--- src/rtl/alu_pkg.sv ---
// Shared ALU definitions: opcode enum, flag bundle and the legal-opcode test
// used by the arbiter when ALU_ARB_OPCHECK_EN is defined.
package alu_pkg;

  localparam int ALU_CTRL_W = 4;

  typedef enum logic [ALU_CTRL_W-1:0] {
    OP_ADD = 4'b0000,
    OP_SUB = 4'b0001,
    OP_SHL = 4'b0100,
    OP_SHR = 4'b0101,
    OP_AND = 4'b0110,
    OP_OR  = 4'b0111,
    OP_XOR = 4'b1000
  } alu_op_e;

  typedef struct packed {
    logic z;
    logic n;
    logic v;
    logic c;
  } alu_flags_t;

  function automatic logic is_legal_op(input logic [ALU_CTRL_W-1:0] code);
    case (code)
      OP_ADD, OP_SUB, OP_SHL, OP_SHR, OP_AND, OP_OR, OP_XOR: return 1'b1;
      default:                                               return 1'b0;
    endcase
  endfunction

endpackage

--- src/rtl/alu_rsp_buf.sv ---
// Single-entry response holding register: loaded from the ALU capture,
// emptied on the valid/ready handshake with its client.
module alu_rsp_buf
  import alu_pkg::*;
#(
  parameter int WIDTH = 4
) (
  input  logic             clk,
  input  logic             rst_n,
  input  logic             load,
  input  logic [WIDTH-1:0] load_r,
  input  alu_flags_t       load_flags,
  input  logic             load_err,
  input  logic             ready,
  output logic             valid,
  output logic [WIDTH-1:0] r,
  output alu_flags_t       flags,
  output logic             err
);

  // load and consume never coincide: the owner's pending bit blocks a new
  // grant until this entry has been taken.
  always_ff @(posedge clk or negedge rst_n) begin
    if (!rst_n) begin
      valid <= 1'b0;
      r     <= '0;
      flags <= '0;
      err   <= 1'b0;
    end else if (load) begin
      valid <= 1'b1;
      r     <= load_r;
      flags <= load_flags;
      err   <= load_err;
    end else if (valid && ready) begin
      valid <= 1'b0;
      r     <= '0;
      flags <= '0;
      err   <= 1'b0;
    end
  end

endmodule

--- src/rtl/alu_rr_arbiter.sv ---
// Two-client round-robin front end for a shared combinational ALU.
// Optional ALU_ARB_OPCHECK_EN: illegal opcodes issue as 0000 and return err=1.
module alu_rr_arbiter
  import alu_pkg::*;
#(
  parameter int WIDTH  = 4,
  parameter int CTRL_W = 4
) (
  input  logic              clk,
  input  logic              rst_n,
  input  logic              req0_valid,
  output logic              req0_ready,
  input  logic [WIDTH-1:0]  req0_a,
  input  logic [WIDTH-1:0]  req0_b,
  input  logic [CTRL_W-1:0] req0_ctrl,
  input  logic              req1_valid,
  output logic              req1_ready,
  input  logic [WIDTH-1:0]  req1_a,
  input  logic [WIDTH-1:0]  req1_b,
  input  logic [CTRL_W-1:0] req1_ctrl,
  output logic              rsp0_valid,
  input  logic              rsp0_ready,
  output logic [WIDTH-1:0]  rsp0_r,
  output logic [3:0]        rsp0_flags,
  output logic              rsp0_err,
  output logic              rsp1_valid,
  input  logic              rsp1_ready,
  output logic [WIDTH-1:0]  rsp1_r,
  output logic [3:0]        rsp1_flags,
  output logic              rsp1_err,
  output logic [WIDTH-1:0]  alu_a,
  output logic [WIDTH-1:0]  alu_b,
  output logic [CTRL_W-1:0] alu_ctrl,
  input  logic [WIDTH-1:0]  alu_r,
  input  logic              alu_z,
  input  logic              alu_n,
  input  logic              alu_v,
  input  logic              alu_c
);

  logic [1:0]             req_vld, req_rdy, hs, pend, elig, win;
  logic [1:0]             rsp_vld, rsp_acc, rsp_err, load;
  logic [1:0][WIDTH-1:0]  req_a, req_b, rsp_r;
  logic [1:0][CTRL_W-1:0] req_ctrl;
  alu_flags_t [1:0]       rsp_flg;

  logic                   last, gnt_id, gnt_err;
  logic [CTRL_W-1:0]      gnt_ctrl;
  logic                   iss_v, iss_id, iss_err;
  logic [WIDTH-1:0]       iss_a, iss_b, cap_r;
  logic [CTRL_W-1:0]      iss_ctrl;
  alu_flags_t             cap_flg;

  assign req_vld  = {req1_valid, req0_valid};
  assign req_a    = {req1_a, req0_a};
  assign req_b    = {req1_b, req0_b};
  assign req_ctrl = {req1_ctrl, req0_ctrl};
  assign rsp_acc  = {rsp1_ready, rsp0_ready};

  // Tie goes to whichever client did not win last.
  assign elig   = req_vld & ~pend;
  assign win[0] = elig[0] & (~elig[1] | last);
  assign win[1] = elig[1] & (~elig[0] | ~last);
  assign hs     = req_vld & req_rdy;
  assign gnt_id = hs[1];

`ifdef ALU_ARB_OPCHECK_EN
  assign gnt_err  = ~is_legal_op(req_ctrl[gnt_id]);
  assign gnt_ctrl = gnt_err ? '0 : req_ctrl[gnt_id];
`else
  assign gnt_err  = 1'b0;
  assign gnt_ctrl = req_ctrl[gnt_id];
`endif

  always_ff @(posedge clk or negedge rst_n) begin
    if (!rst_n) begin
      pend <= '0;
      last <= 1'b1;
    end else begin
      pend <= (pend | hs) & ~(rsp_vld & rsp_acc);
      if (|hs) last <= gnt_id;
    end
  end

  // Issue stage; operand registers hold while idle.
  always_ff @(posedge clk or negedge rst_n) begin
    if (!rst_n) begin
      iss_v    <= 1'b0;
      iss_id   <= 1'b0;
      iss_a    <= '0;
      iss_b    <= '0;
      iss_ctrl <= '0;
      iss_err  <= 1'b0;
    end else begin
      iss_v <= |hs;
      if (|hs) begin
        iss_id   <= gnt_id;
        iss_a    <= req_a[gnt_id];
        iss_b    <= req_b[gnt_id];
        iss_ctrl <= gnt_ctrl;
        iss_err  <= gnt_err;
      end
    end
  end

  assign alu_a    = iss_a;
  assign alu_b    = iss_b;
  assign alu_ctrl = iss_ctrl;

  assign cap_r   = iss_err ? '0 : alu_r;
  assign cap_flg = iss_err ? '0 : alu_flags_t'({alu_z, alu_n, alu_v, alu_c});

  for (genvar n = 0; n < 2; n++) begin : g_lane
    assign req_rdy[n] = rst_n & ~pend[n] & (win[n] | ~elig[1-n]);
    assign load[n]    = iss_v & (iss_id == 1'(n));

    alu_rsp_buf #(.WIDTH(WIDTH)) u_buf (
      .clk        (clk),
      .rst_n      (rst_n),
      .load       (load[n]),
      .load_r     (cap_r),
      .load_flags (cap_flg),
      .load_err   (iss_err),
      .ready      (rsp_acc[n]),
      .valid      (rsp_vld[n]),
      .r          (rsp_r[n]),
      .flags      (rsp_flg[n]),
      .err        (rsp_err[n])
    );
  end

  assign req0_ready = req_rdy[0];
  assign req1_ready = req_rdy[1];
  assign rsp0_valid = rsp_vld[0];
  assign rsp1_valid = rsp_vld[1];
  assign rsp0_r     = rsp_r[0];
  assign rsp1_r     = rsp_r[1];
  assign rsp0_flags = rsp_flg[0];
  assign rsp1_flags = rsp_flg[1];
  assign rsp0_err   = rsp_err[0];
  assign rsp1_err   = rsp_err[1];

endmodule
--- config.mk ---
export PLATFORM = sky130hd
export DESIGN_NAME = alu_rr_arbiter
export DESIGN_NICKNAME = d
export VERILOG_FILES = /design/src/rtl/alu_pkg.sv /design/src/rtl/alu_rsp_buf.sv /design/src/rtl/alu_rr_arbiter.sv
export SDC_FILE = /design/constraint.sdc
export NUM_CORES = 1
export LEC_CHECK = 0
export ABC_AREA = 0
export CELL_PAD_IN_SITES_DETAIL_PLACEMENT = 0
export CELL_PAD_IN_SITES_GLOBAL_PLACEMENT = 1
export CORE_MARGIN = 1.5
export CORE_UTILIZATION = 54
export CTS_BUF_LIST = sky130_fd_sc_hd__clkbuf_4 sky130_fd_sc_hd__clkbuf_8
export CTS_CLUSTER_SIZE = 24
export DETAILED_ROUTE_END_ITERATION = 16
export DONT_BUFFER_PORTS = 1
export PLACE_DENSITY_LB_ADDON = 0.1
export REMOVE_ABC_BUFFERS = 1
export SLEW_MARGIN = 0
export SYNTH_ARGS = -nofsm -noshare
export SYNTH_HDL_FRONTEND = slang
export SYNTH_SLANG_ARGS = --single-unit
--- constraint.sdc ---
create_clock -name clk -period 2.9 [get_ports clk]
set_input_delay 0.87 -clock clk [delete_from_list [all_inputs] [get_ports clk]]
set_output_delay 0.87 -clock clk [all_outputs]
set_load 0.02 [all_outputs]
Yosys cells after proc, flatten, opt, wreduce, memory -nomap -nowiden
Cells that the tools add are included.
{ "op_classes": {"mul": 0, "eq_ne": 0, "n_mux": 18, "shift": 0, "addsub": 0, "reduce_logical": 5, "bitwise_logic": 25, "div": 0, "n_lt_le_gt_ge": 1} }
{ "ops": {"columns": ["cell", "n"], "rows": [
  ["$mux 4", 12],
  ["$and 1x1->1", 8],
  ["$and 2x2->2", 4],
  ["$mux 1", 6],
  ["$not 1->1", 6],
  ["$not 2->2", 2],
  ["$or 1x1->1", 4],
  ["$reduce_bool 2->1", 2],
  ["$logic_and 1x1->1", 2],
  ["$lt 1x2->1 const B", 1],
  ["$or 2x2->2", 1],
  ["$reduce_or 2->1", 1]
]} }
{ "word_totals": {"mem_bits_ro": 0, "in_bits": 38, "wordCells": 70, "n_memories": 0, "latchBits": 0, "mem_bits_rw": 0, "register_bits": 37, "output_inout_bits": 34} }

Depth between registers and ports, before layout
Gate-level depths: netlist of the first run.
{ "depth": {"depth_word": 10, "depth_mapped": 4} }

Hierarchy
Synthesis of the first run repeated with hierarchy kept, for this count alone.
{ "unflattened": {"hier_cells": 163, "hier_area_um2": 2014.4} }
{ "modules_own_cells": {"columns": ["mod", "instances", "area_per_inst_um2", "seq_area_each_um2", "cells_each"], "rows": [
  ["alu_rr_arbiter", 1, 1161.1, 426.7, 97],
  ["alu_rsp_buf", 2, 426.7, 250.2, 33]
]} }

Worst setup path before layout of the first run
Ideal clock, no wire load.
{ "synth_timing": {"kind": "input -> output", "start": "input rst_n", "end": "output req0_ready", "arrival_ps": 1695, "cell_stages": 3, "setup_slack_ps": 335, "path_buffers": 1, "cell_sequence": "inv_1 -> buf_2 -> nor3_1"} }
{ "synth_between": {"elab_chain_cells": 2} }
{ "synth_lines": {"columns": ["element", "line_no", "rtl"], "rows": [
  ["start, declared", "alu_rr_arbiter.sv:10", "input logic rst_n,"],
  ["$and 1x1->1 (2 in a row)", "alu_rr_arbiter.sv:114", "assign req_rdy[n] = rst_n & ~pend[n] & (win[n] | ~elig[1-n]);"],
  ["end, declared", "alu_rr_arbiter.sv:12", "output logic req0_ready,"]
]} }
No other way between the ends.

Worst setup path in the final report of the first run
{ "layout_timing": {"start": "register pend[1]", "end": "output req0_ready"} }
{ "layout_between": {"elab_chain_cells": 7} }
{ "layout_lines": {"columns": ["element", "line_no", "rtl"], "rows": [
  ["start, declared", "alu_rr_arbiter.sv:41", "logic [1:0] req_vld, req_rdy, hs, pend, elig, win;"],
  ["start signal, assigned", "alu_rr_arbiter.sv:80", "pend <= (pend | hs) & ~(rsp_vld & rsp_acc);"],
  ["$not 2->2 *", "alu_rr_arbiter.sv:61", "assign elig = req_vld & ~pend;"],
  ["$and 2x2->2 *", "alu_rr_arbiter.sv:61", null],
  ["$not 1->1 *", "alu_rr_arbiter.sv:62, alu_rr_arbiter.sv:114", null],
  ["$or 1x1->1", "alu_rr_arbiter.sv:62", "assign win[0] = elig[0] & (~elig[1] | last);"],
  ["$and 1x1->1", "alu_rr_arbiter.sv:62", null],
  ["$or 1x1->1 *", "alu_rr_arbiter.sv:114", null],
  ["$and 1x1->1 *", "alu_rr_arbiter.sv:114", null]
]} }
Mark *: on every way between the ends. The rest lies on a longest branch, timed or not.

==> key figures, run 1 <==
CTS
  – Total setup buffers inserted after CTS: 0
  – CTS max path bufs: 2
  – CTS tree: built
  – Worst skew pair latency: 0.35 ns
  – CTS resizes: 0
  – Sink Count: 35
  – CTS clk-pin slew, worst paths: 0.12 ns
  – Clk root buf: clkbuf_4
  – Hold_buf cts: 0
  – TritonCTS Buffers: 5
  – Htree depth: 2

Yosys
  – Yosys Warn Count: 0
  – Post-synthesis sequential area ratio: 0.478
  – Cells after synthesis: 141
  – Area of the mapped netlist: 0.00184 mm2
  – Synth cell types: 31
  – Avg Inst Size Synth: 13.0 um2
  – Yosys reg bits: 35

Cells and area
  – Area Overhead vs Synth: 3.14%
  – NumNets Final: 177
  – Fill count: 287
  – Post-Layout Cell Count: 184
  – Number of diodes: 0
  – Layout cells sized above 1: 0.286

Global route
  – Largest net degree at the start of global routing: 51
  – All-Layer GR Usage: 0.229
  – Vias in the first global route: 1307
  – Grt total ovfl: 0
  – Initial antenna violation count: 0
  – First-pass GRT wire length: 6.11 mm

STA
  – Total Neg Setup Slack: 0 ns
  – Final Max Slew Viols: 0
  – Final min period: 2.56 ns
  – Fin crit share: 0.884
  – Setup ws final: 0.337 ns
  – Slew HR: 0.480
  – RSZ-0062 raised after global routing: no
  – Count of final hold-check violations: 0
  – Setup-failing EPs final: 0
  – Tightest Pin Transition: 0.779 ns
  – FMAX: 0.390 GHz
  – Skew final: 0.0128 ns

Setup path
  – Slowest CP cell: dfrtp_1
  – Worst path required time: 2.03 ns
  – CP startpoint kind: flip-flop
  – Crit Path Max Fanout: 16
  – Max stage delay on crit path: 0.59 ns
  – CP endpoint kind: primary output
  – Worst path cell trace: nand2b_4 > a21oi_1 > nor3_1 > buf_4
  – Worst Path Buf+Inv: 1
  – Crit path DAT: 1.69 ns
  – Setup CP Type: flip-flop to primary output
  – Delay-heaviest family, CP: flip-flops

Die
  – Die height: 61.3 um
  – Die area: 0.00376 mm2
  – Die X: 61.3 um
  – Starting density of the core: 0.582
  – I/O pins: 72
  – Core Footprint: 0.00315 mm2
  – FP Rows: 20

Power
  – Pleak: 0.829 nW
  – Power Dens Cells: 1100 mW/mm2
  – Maximum vdd drop: 0.556 mV

Placement
  – DP Wirelength: 2.63 mm
  – Pre-CTS setup slack: 0.563 ns
  – Placer Congestion: 0.704
  – Port bufs: 0
  – Dpl cells: 176

Min path
  – HP Class: input port to asynchronous set/reset pin

Route
  – Routed vias: 1200
  – DRT Wirelength: 3.90 mm
  – Per-cell routed wire length: 21.2 um
  – DR pass1 iterations: 4
  – Initial drt markers: 65
  – Via density: 6.52
  – # DRC: 0
  – Antenna viol nets, final: 0

Status
  – Status: complete, no violations

Run
  – Maxcap violations: 0
-- worst reg2reg max path, delay by kind of cell (launching register included) --
| kind | cells | cell delay (ns) |
|---|---|---|
| flip-flops | 1 | 0.58 |
| AND/OR/NAND/NOR | 1 | 0.46 |
| AO/OA/AOI/OAI | 2 | 0.58 |
-- path summary, 6_finish.rpt --
| kind | start | end | slack, ns | depth (start not counted) |
|---|---|---|---|---|
| max in group asynchronous | rst_n | last$_DFFE_PN1P_ | 2.51 | 0 |
| min | rst_n | alu_a[1]$_DFFE_PN0P_ | 0.20 | 0 |
| max | pend[1]$_DFF_PN0_ | req0_ready | 0.34 | 4 |
| min in group clk | iss_id$_DFFE_PN0P_ | iss_id$_DFFE_PN0P_ | 0.51 | 1 |
| max reg2reg | last$_DFFE_PN1P_ | alu_ctrl[0]$_DFFE_PN0P_ | 1.16 | 3 |
| min reg2reg | iss_id$_DFFE_PN0P_ | iss_id$_DFFE_PN0P_ | 0.51 | 1 |
-- per-layer routing --
| metal | vias to the layer above | wire (um) | part of all wire | global-route usage |
|---|---|---|---|---|
| met5 | - | 0 | 0 | 0 |
| met4 | 0 | 42 | 0.011 | 0.0559 |
| met3 | 5 | 423 | 0.11 | 0.118 |
| met2 | 64 | 1920 | 0.49 | 0.374 |
| met1 | 578 | 1510 | 0.39 | 0.268 |
| li1 | 553 | - | - | - |
-- report_power, final --
group	switching [W]	total (W)	internal, W	leakage, nW
Clock	0.000174	0.000315	0.000142	0.0375
Sequential	0.000426	0.00113	0.000706	0.424
Combinational	0.000278	0.000628	0.000350	0.368
Total	0.000878	0.00208	0.00120	0.829
-- Yosys cell counts --
cell        n  area share
nand2b_2    1      0.0048
buf_4       4       0.016
o2111ai_1   1      0.0048
nor3_1      2      0.0055
a21oi_1     2      0.0055
a21o_1      4       0.016
nor2_1      1      0.0020
a221oi_2   10       0.082
dfstp_2     1       0.014
and3b_1     1      0.0048
a2bb2oi_1   4       0.019
inv_1       5       0.010
and4b_2     3       0.018
nand2b_4    1      0.0075
o21ai_1     1      0.0027
dfrtp_1    34        0.46
nor2b_1     1      0.0034
a22o_1     16       0.076
buf_2       5       0.014
a2bb2oi_2   9       0.074
and2_1      1      0.0034
conb_1      1      0.0020
o21ai_0    11       0.030
a22oi_1     1      0.0041
clkbuf_1    1      0.0020
a21oi_4     2       0.018
nand3b_1    2      0.0082
a21oi_2     1      0.0048
a221oi_1    2      0.0095
buf_6       4       0.025
and4b_1     9       0.049
-- state kept, by name, summed over array words and instances (netlist names) --
signal	cells
iss_id	1
alu_ctrl	4
pend	2
iss_v	1
alu_b	4
g_lane.u_buf.flags	8
g_lane.u_buf.valid	2
alu_a	4
g_lane.u_buf.r	8
last	1
-- area by class of cell --
| class | instances | area, um2 | share of cell area |
|---|---|---|---|
| tap | 44 | 55.1 | 0.0291 |
| timing repair buffer | 4 | 30.0 | 0.0159 |
| clock buffer | 7 | 65.1 | 0.0344 |
| sequential | 35 | 877 | 0.463 |
| clock inverter | 1 | 7.51 | 0.00397 |
| inverter | 5 | 18.8 | 0.00991 |
| multi-input combinational | 88 | 840 | 0.443 |
-- cells by family (layout without fill, tap and decap cells) --
group	after synthesis	in the layout	synth area share
and+or+nand+nor	22	22	0.107
buffers and inverters	19	17	0.0668
other	1	2	0.00204
DFF	35	35	0.478
AOI/OAI and AO/OA	64	64	0.346
-- per-stage QoR --
| step | util | power, W | hold WS (ns) | area, um2 |
|---|---|---|---|---|
| floorplan | - | 0.00162 | 0.465 | 1740 |
| global placement | 0.577 | 0.00175 | 0.479 | 1820 |
| detailed placement | 0.577 | 0.00178 | 0.492 | 1820 |
| CTS | 0.600 | 0.00209 | 0.187 | 1890 |
| global route | 0.600 | 0.00221 | 0.165 | 1890 |
| finish | 0.600 | 0.00208 | 0.195 | 1890 |
-- cells in the final DEF, fill, tap and decap left out --
cell,n
conb_1,2
o21ai_0,11
a2bb2oi_1,4
a221oi_1,2
o21ai_1,1
a22o_1,16
buf_4,4
dfstp_2,1
and2_1,1
and3b_1,1
clkbuf_8,2
a21oi_2,1
dfrtp_1,34
and4b_1,9
a2bb2oi_2,9
nor2b_1,1
inv_1,5
clkbuf_4,5
nand2b_4,1
a21o_1,4
o2111ai_1,1
nor2_1,1
and4b_2,3
a21oi_4,2
nor3_1,2
a21oi_1,2
a221oi_2,10
a22oi_1,1
nand2b_2,1
clkinvlp_4,1
nand3b_1,2
No activity file was read; power rests on OpenSTA's default activity.
==> inputs of run 2 (changes only) <==
- ABC_AREA: 0 -> 1
- CORE_UTILIZATION: 54 -> 50
==> key figures, run 2 <==
Run
  – Maxcap violations: 0

Route
  – Initial drt markers: 113
  – Routed vias: 1301
  – DR pass1 iterations: 4
  – Per-cell routed wire length: 15.5 um
  – Antenna viol nets, final: 0
  – # DRC: 0
  – DRT Wirelength: 3.60 mm
  – Via density: 5.58

Die
  – FP Rows: 20
  – Starting density of the core: 0.530
  – Die X: 60.1 um
  – I/O pins: 72
  – Die height: 60.1 um
  – Core Footprint: 0.00308 mm2
  – Die area: 0.00361 mm2

Cells and area
  – Area Overhead vs Synth: 4.45%
  – Area occupied by multi-input gates: 628 um2
  – NumNets Final: 226
  – Commonest cells after routing, fill and taps aside: 57 x nand2_1, 34 x dfrtp_1, 28 x nand3_1
  – Number of diodes: 0
  – Most common cell after layout, fill and taps aside: nand2_1
  – Fill count: 305
  – Leading registers by flop count: g_lane.u_buf.flags: 8 flops, g_lane.u_buf.r: 8 flops
  – Seq. cell area: 877 um2
  – Fin util: 0.553
  – Layout cells sized above 1: 0.0952

Setup path
  – CP startpoint kind: flip-flop
  – R2r endpoint: alu_b[1]$_DFFE_PN0P_
  – Crit path DAT: 1.50 ns
  – Crit Path Max Fanout: 15
  – CP endpoint kind: primary output
  – Setup CP Type: flip-flop to primary output
  – Worst path required time: 2.03 ns
  – R2R cell count: 6
  – R2r setup slk: 1.12 ns
  – Reg2Reg Launch Point: last$_DFFE_PN1P_

STA
  – Fin crit share: 0.818
  – Final Max Slew Viols: 0
  – RSZ-0062 raised after global routing: no
  – Skew final: 0.0162 ns
  – Total Neg Setup Slack: 0 ns
  – Final min period: 2.37 ns
  – Count of final hold-check violations: 0
  – Setup-failing EPs final: 0
  – FMAX: 0.422 GHz

Power
  – Sw frac: 0.456
  – Power Dens Cells: 1090 mW/mm2
  – Logic pwr share: 0.252
  – Pleak: 0.884 nW
  – Power Internal: 0.00101 W
  – Flop pwr share: 0.595
  – Maximum vdd drop: 0.530 mV
  – Clock power frac: 0.154
  – Psw: 0.000844 W

CTS
  – Htree depth: 2
  – Total setup buffers inserted after CTS: 0
  – CTS clk-pin slew, worst paths: 0.11 ns
  – Clk root buf: clkbuf_4
  – CTS tree: built
  – Hold_buf cts: 0
  – TritonCTS Buffers: 5
  – CTS resizes: 0
  – Worst skew pair latency: 0.34 ns
  – CTS max path bufs: 2
  – Sink Count: 35

Yosys
  – Top FF cell, synth: dfrtp_1
  – Most common cell in the netlist: nand2_1
  – Yosys Warn Count: 0
  – Area of the mapped netlist: 0.00163 mm2
  – Top-area cell type share of the netlist area: 0.522
  – Yosys top cell by area: dfrtp_1
  – Synth cell types: 20
  – Post-synth top cells: 57 x nand2_1, 34 x dfrtp_1, 28 x nand3_1
  – Cells after synthesis: 189
  – EDFF count, synth: 0
  – Adder-Cell Fraction of Synth Area: 0
  – Post-synthesis sequential area ratio: 0.538
  – Synth area leaders: dfrtp_1 52%, nand2_1 13%, nand3_1 8.6%
  – Synth Area in Simple Gates: 0.308
  – Yosys reg bits: 35
  – Largest family of logic cells by synthesized area: simple AND/OR/NAND/NOR gates
  – Avg Inst Size Synth: 8.63 um2
  – Post-synthesis mux area share: 0
  – Synth Area in Compound Gates: 0.0729
  – Share of flip-flops with an asynchronous set or reset: 1.00
  – Xor/xnor share of the synthesized area: 0

Placement
  – Placer Congestion: 0.779
  – Port bufs: 0
  – DP Wirelength: 2.43 mm

Global route
  – All-Layer GR Usage: 0.211
  – Initial antenna violation count: 0
  – Grt total ovfl: 0
  – Largest net degree at the start of global routing: 51
  – First-pass GRT wire length: 5.59 mm
  – Vias in the first global route: 1219

Status
  – Status: complete, no violations

Min path
  – HP Class: input port to asynchronous set/reset pin
[run 2: cell types whose count changed after synthesis, sizes merged, moves of 4 or more]
| cell | delta |
|---|---|
| a21o | -4 |
| a21oi | -5 |
| a221oi | -12 |
| a22o | -16 |
| a2bb2oi | -13 |
| and4b | -12 |
| buf | -4 |
| inv | +10 |
| nand2 | +59 |
| nand3 | +31 |
| nand4 | +12 |
| o21ai | +6 |
[run 2: per-layer routing]
layer  part of all wire  global-route usage
met4              0.020               0.108
met2               0.50               0.343
met5                  0                   0
met1               0.38               0.239
met3              0.098              0.0823
[run 2: how the worst max path moves through the flow]
| stage | start | endpoint | slack, ns | cells past startpoint |
|---|---|---|---|---|
| final | last$_DFFE_PN1P_ | req0_ready | 0.53 | 3 |
| after global routing | last$_DFFE_PN1P_ | req0_ready | 0.45 | 3 |
| after CTS | last$_DFFE_PN1P_ | req0_ready | 0.52 | 3 |
| after detailed placement | req0_valid | req0_ready | 0.60 | 3 |
| after global placement | req0_valid | req0_ready | 0.62 | 3 |
| after floorplan | req1_valid | req1_ready | 0.40 | 4 |
[run 2: logic make-up after synthesis]
kind of cell,count (synthesis)
AOI/OAI and AO/OA,22
buffers and inverters,27
DFF,35
other,1
and+or+nand+nor,104
[run 2: area by class of cell]
class / count / area share
clock inverters: 1 / 0.00294
repair buffers: 3 / 0.0132
inverters: 15 / 0.0331
clock buffers: 7 / 0.0345
flip-flops and latches: 35 / 0.515
multi-input cells: 128 / 0.369
well taps: 44 / 0.0323
[run 2: critical path, stage by stage, from the launching register on]
cell      delay (ns)
dfstp_2         0.58
nand3_4         0.20
a21boi_0        0.23
buf_4           0.17
[run 2: power groups by stage]
stage                     Clock, W  Combinational, W  Sequential, W
after floorplan                  0          0.000366        0.00106
final                     0.000285          0.000466        0.00110
after detailed placement         0          0.000472        0.00111
after CTS                 0.000294          0.000474        0.00111
after global placement           0          0.000444        0.00111
after global routing      0.000321          0.000543        0.00113
[run 2: metrics by stage]
| step | setup WS (ns) | instances | instance area [um2] | hold WS, ns | total power [W] |
|---|---|---|---|---|---|
| 6_report | 0.528 | 233 | 1700 | 0.213 | 0.00185 |
| 5_1_grt | 0.447 | 233 | 1700 | 0.179 | 0.00199 |
| 4_1_cts | 0.516 | 233 | 1700 | 0.191 | 0.00187 |
| 3_5_place_dp | 0.604 | 225 | 1640 | 0.488 | 0.00159 |
| 3_3_place_gp | 0.619 | 225 | 1640 | 0.479 | 0.00155 |
| 2_1_floorplan | 0.401 | 178 | 1560 | 0.464 | 0.00143 |
==> inputs of run 3 (changes only) <==
- CORE_UTILIZATION: 50 -> 46
- clock period: 2.9 -> 2.3 ns (I/O delays scaled with it)
==> key figures, run 3 (synthesis results as in run 2) <==
CTS
  – CTS max path bufs: 2
  – Worst skew pair latency: 0.33 ns
  – CTS tree: built
  – Htree depth: 2
  – Sink Count: 35
  – CTS clk-pin slew, worst paths: 0.11 ns
  – Total setup buffers inserted after CTS: 0
  – CTS resizes: 0
  – Hold_buf cts: 0
  – TritonCTS Buffers: 5
  – Clk root buf: clkbuf_4

Setup path
  – CP startpoint kind: flip-flop
  – R2R cell count: 6
  – Setup CP Type: flip-flop to primary output
  – R2r setup slk: 0.71 ns
  – Reg2Reg Launch Point: last$_DFFE_PN1P_
  – Crit Path Max Fanout: 3
  – CP endpoint kind: primary output
  – Crit path DAT: 1.31 ns
  – R2r endpoint: alu_a[2]$_DFFE_PN0P_
  – Worst path required time: 1.61 ns

Placement
  – DP Wirelength: 2.41 mm
  – Pre-CTS setup slack: 0.367 ns
  – Port bufs: 0
  – Dpl cells: 229
  – Placer Congestion: 0.744

Cells and area
  – Leading registers by flop count: g_lane.u_buf.flags: 8 flops, g_lane.u_buf.r: 8 flops
  – Post-Layout Cell Count: 237
  – Layout cells sized above 1: 0.105
  – NumNets Final: 228
  – Most common cell after layout, fill and taps aside: nand2_1
  – Area Overhead vs Synth: 5.14%
  – Commonest cells after routing, fill and taps aside: 57 x nand2_1, 34 x dfrtp_1, 28 x nand3_1
  – Fill count: 350
  – Number of diodes: 0

Route
  – DR pass1 iterations: 4
  – Initial drt markers: 128
  – Routed vias: 1245
  – Antenna viol nets, final: 0
  – Per-cell routed wire length: 14.4 um
  – Via density: 5.25
  – DRT Wirelength: 3.41 mm
  – # DRC: 0

Die
  – Core Footprint: 0.00336 mm2
  – Die height: 62.5 um
  – Die X: 62.5 um
  – I/O pins: 72
  – FP Rows: 21
  – Die area: 0.00391 mm2
  – Starting density of the core: 0.485

STA
  – Setup ws final: 0.300 ns
  – Skew final: 0.00931 ns
  – FMAX: 0.500 GHz
  – RSZ-0062 raised after global routing: no
  – Fin crit share: 0.870
  – Final min period: 2.00 ns
  – Total Neg Setup Slack: 0 ns
  – WHS: 0.0330 ns
  – Final Max Slew Viols: 0
  – Count of final hold-check violations: 0
  – Setup-failing EPs final: 0

Status
  – Status: complete, no violations

Min path
  – HP Class: input port to asynchronous set/reset pin

Global route
  – Vias in the first global route: 1265
  – All-Layer GR Usage: 0.186
  – Largest net degree at the start of global routing: 51
  – Grt total ovfl: 0
  – First-pass GRT wire length: 5.83 mm
  – Initial antenna violation count: 0

Power
  – Power Dens Cells: 1350 mW/mm2
  – Maximum vdd drop: 0.622 mV
  – Pleak: 0.890 nW

Run
  – Maxcap violations: 0
run 3: cell types whose count changed in the layout (fill, tap and decap cells not counted):
cell / change
clkbuf_8: -1
clkbuf_4: +1
buf_4: +2
run 3: final cells by class:
cell class / count / area (um2) / share of cell area
sequential: 35 / 877 / 0.512
multi-input combinational: 128 / 628 / 0.366
tap: 46 / 57.6 / 0.0336
inverter: 15 / 56.3 / 0.0328
clock buffer: 7 / 52.6 / 0.0307
timing repair buffer: 5 / 37.5 / 0.0219
clock inverter: 1 / 5.00 / 0.00292
run 3: power breakdown:
group          total [W]  switching [W]  internal, W
combinational   0.000587       0.000362     0.000225
clock           0.000342       0.000199     0.000143
sequential       0.00138       0.000487     0.000895
run 3: metal layers:
| layer | wire length (um) | up-vias | share of wire | global-route usage |
|---|---|---|---|---|
| li1 | - | 621 | - | - |
| met1 | 1370 | 569 | 0.40 | 0.218 |
| met2 | 1690 | 51 | 0.49 | 0.317 |
| met3 | 325 | 4 | 0.095 | 0.0775 |
| met4 | 21 | 0 | 0.0062 | 0.0417 |
| met5 | 0 | - | 0 | 0 |
run 3: critical path: stages (launching register included):
cell,delay (ns)
dfstp_2,0.57
nand3_4,0.08
a21boi_0,0.17
buf_4,0.17
run 3: per-stage QoR:
step / total power, W / utilization / area [um2]
after floorplan: 0.00180 / - / 1560
after global placement: 0.00196 / 0.493 / 1660
after detailed placement: 0.00200 / 0.493 / 1660
after CTS: 0.00235 / 0.510 / 1710
after global routing: 0.00250 / 0.510 / 1710
final: 0.00231 / 0.510 / 1710
run 3: worst max-delay path by stage:
stage | depth (start not counted) | startpoint | end | slack [ns]
after floorplan | 4 | req1_valid | req1_ready | 0.16
after global placement | 4 | rst_n | req0_ready | 0.38
after detailed placement | 4 | rst_n | req0_ready | 0.37
after CTS | 3 | last$_DFFE_PN1P_ | req0_ready | 0.28
after global routing | 3 | last$_DFFE_PN1P_ | req0_ready | 0.21
final | 3 | last$_DFFE_PN1P_ | req0_ready | 0.30
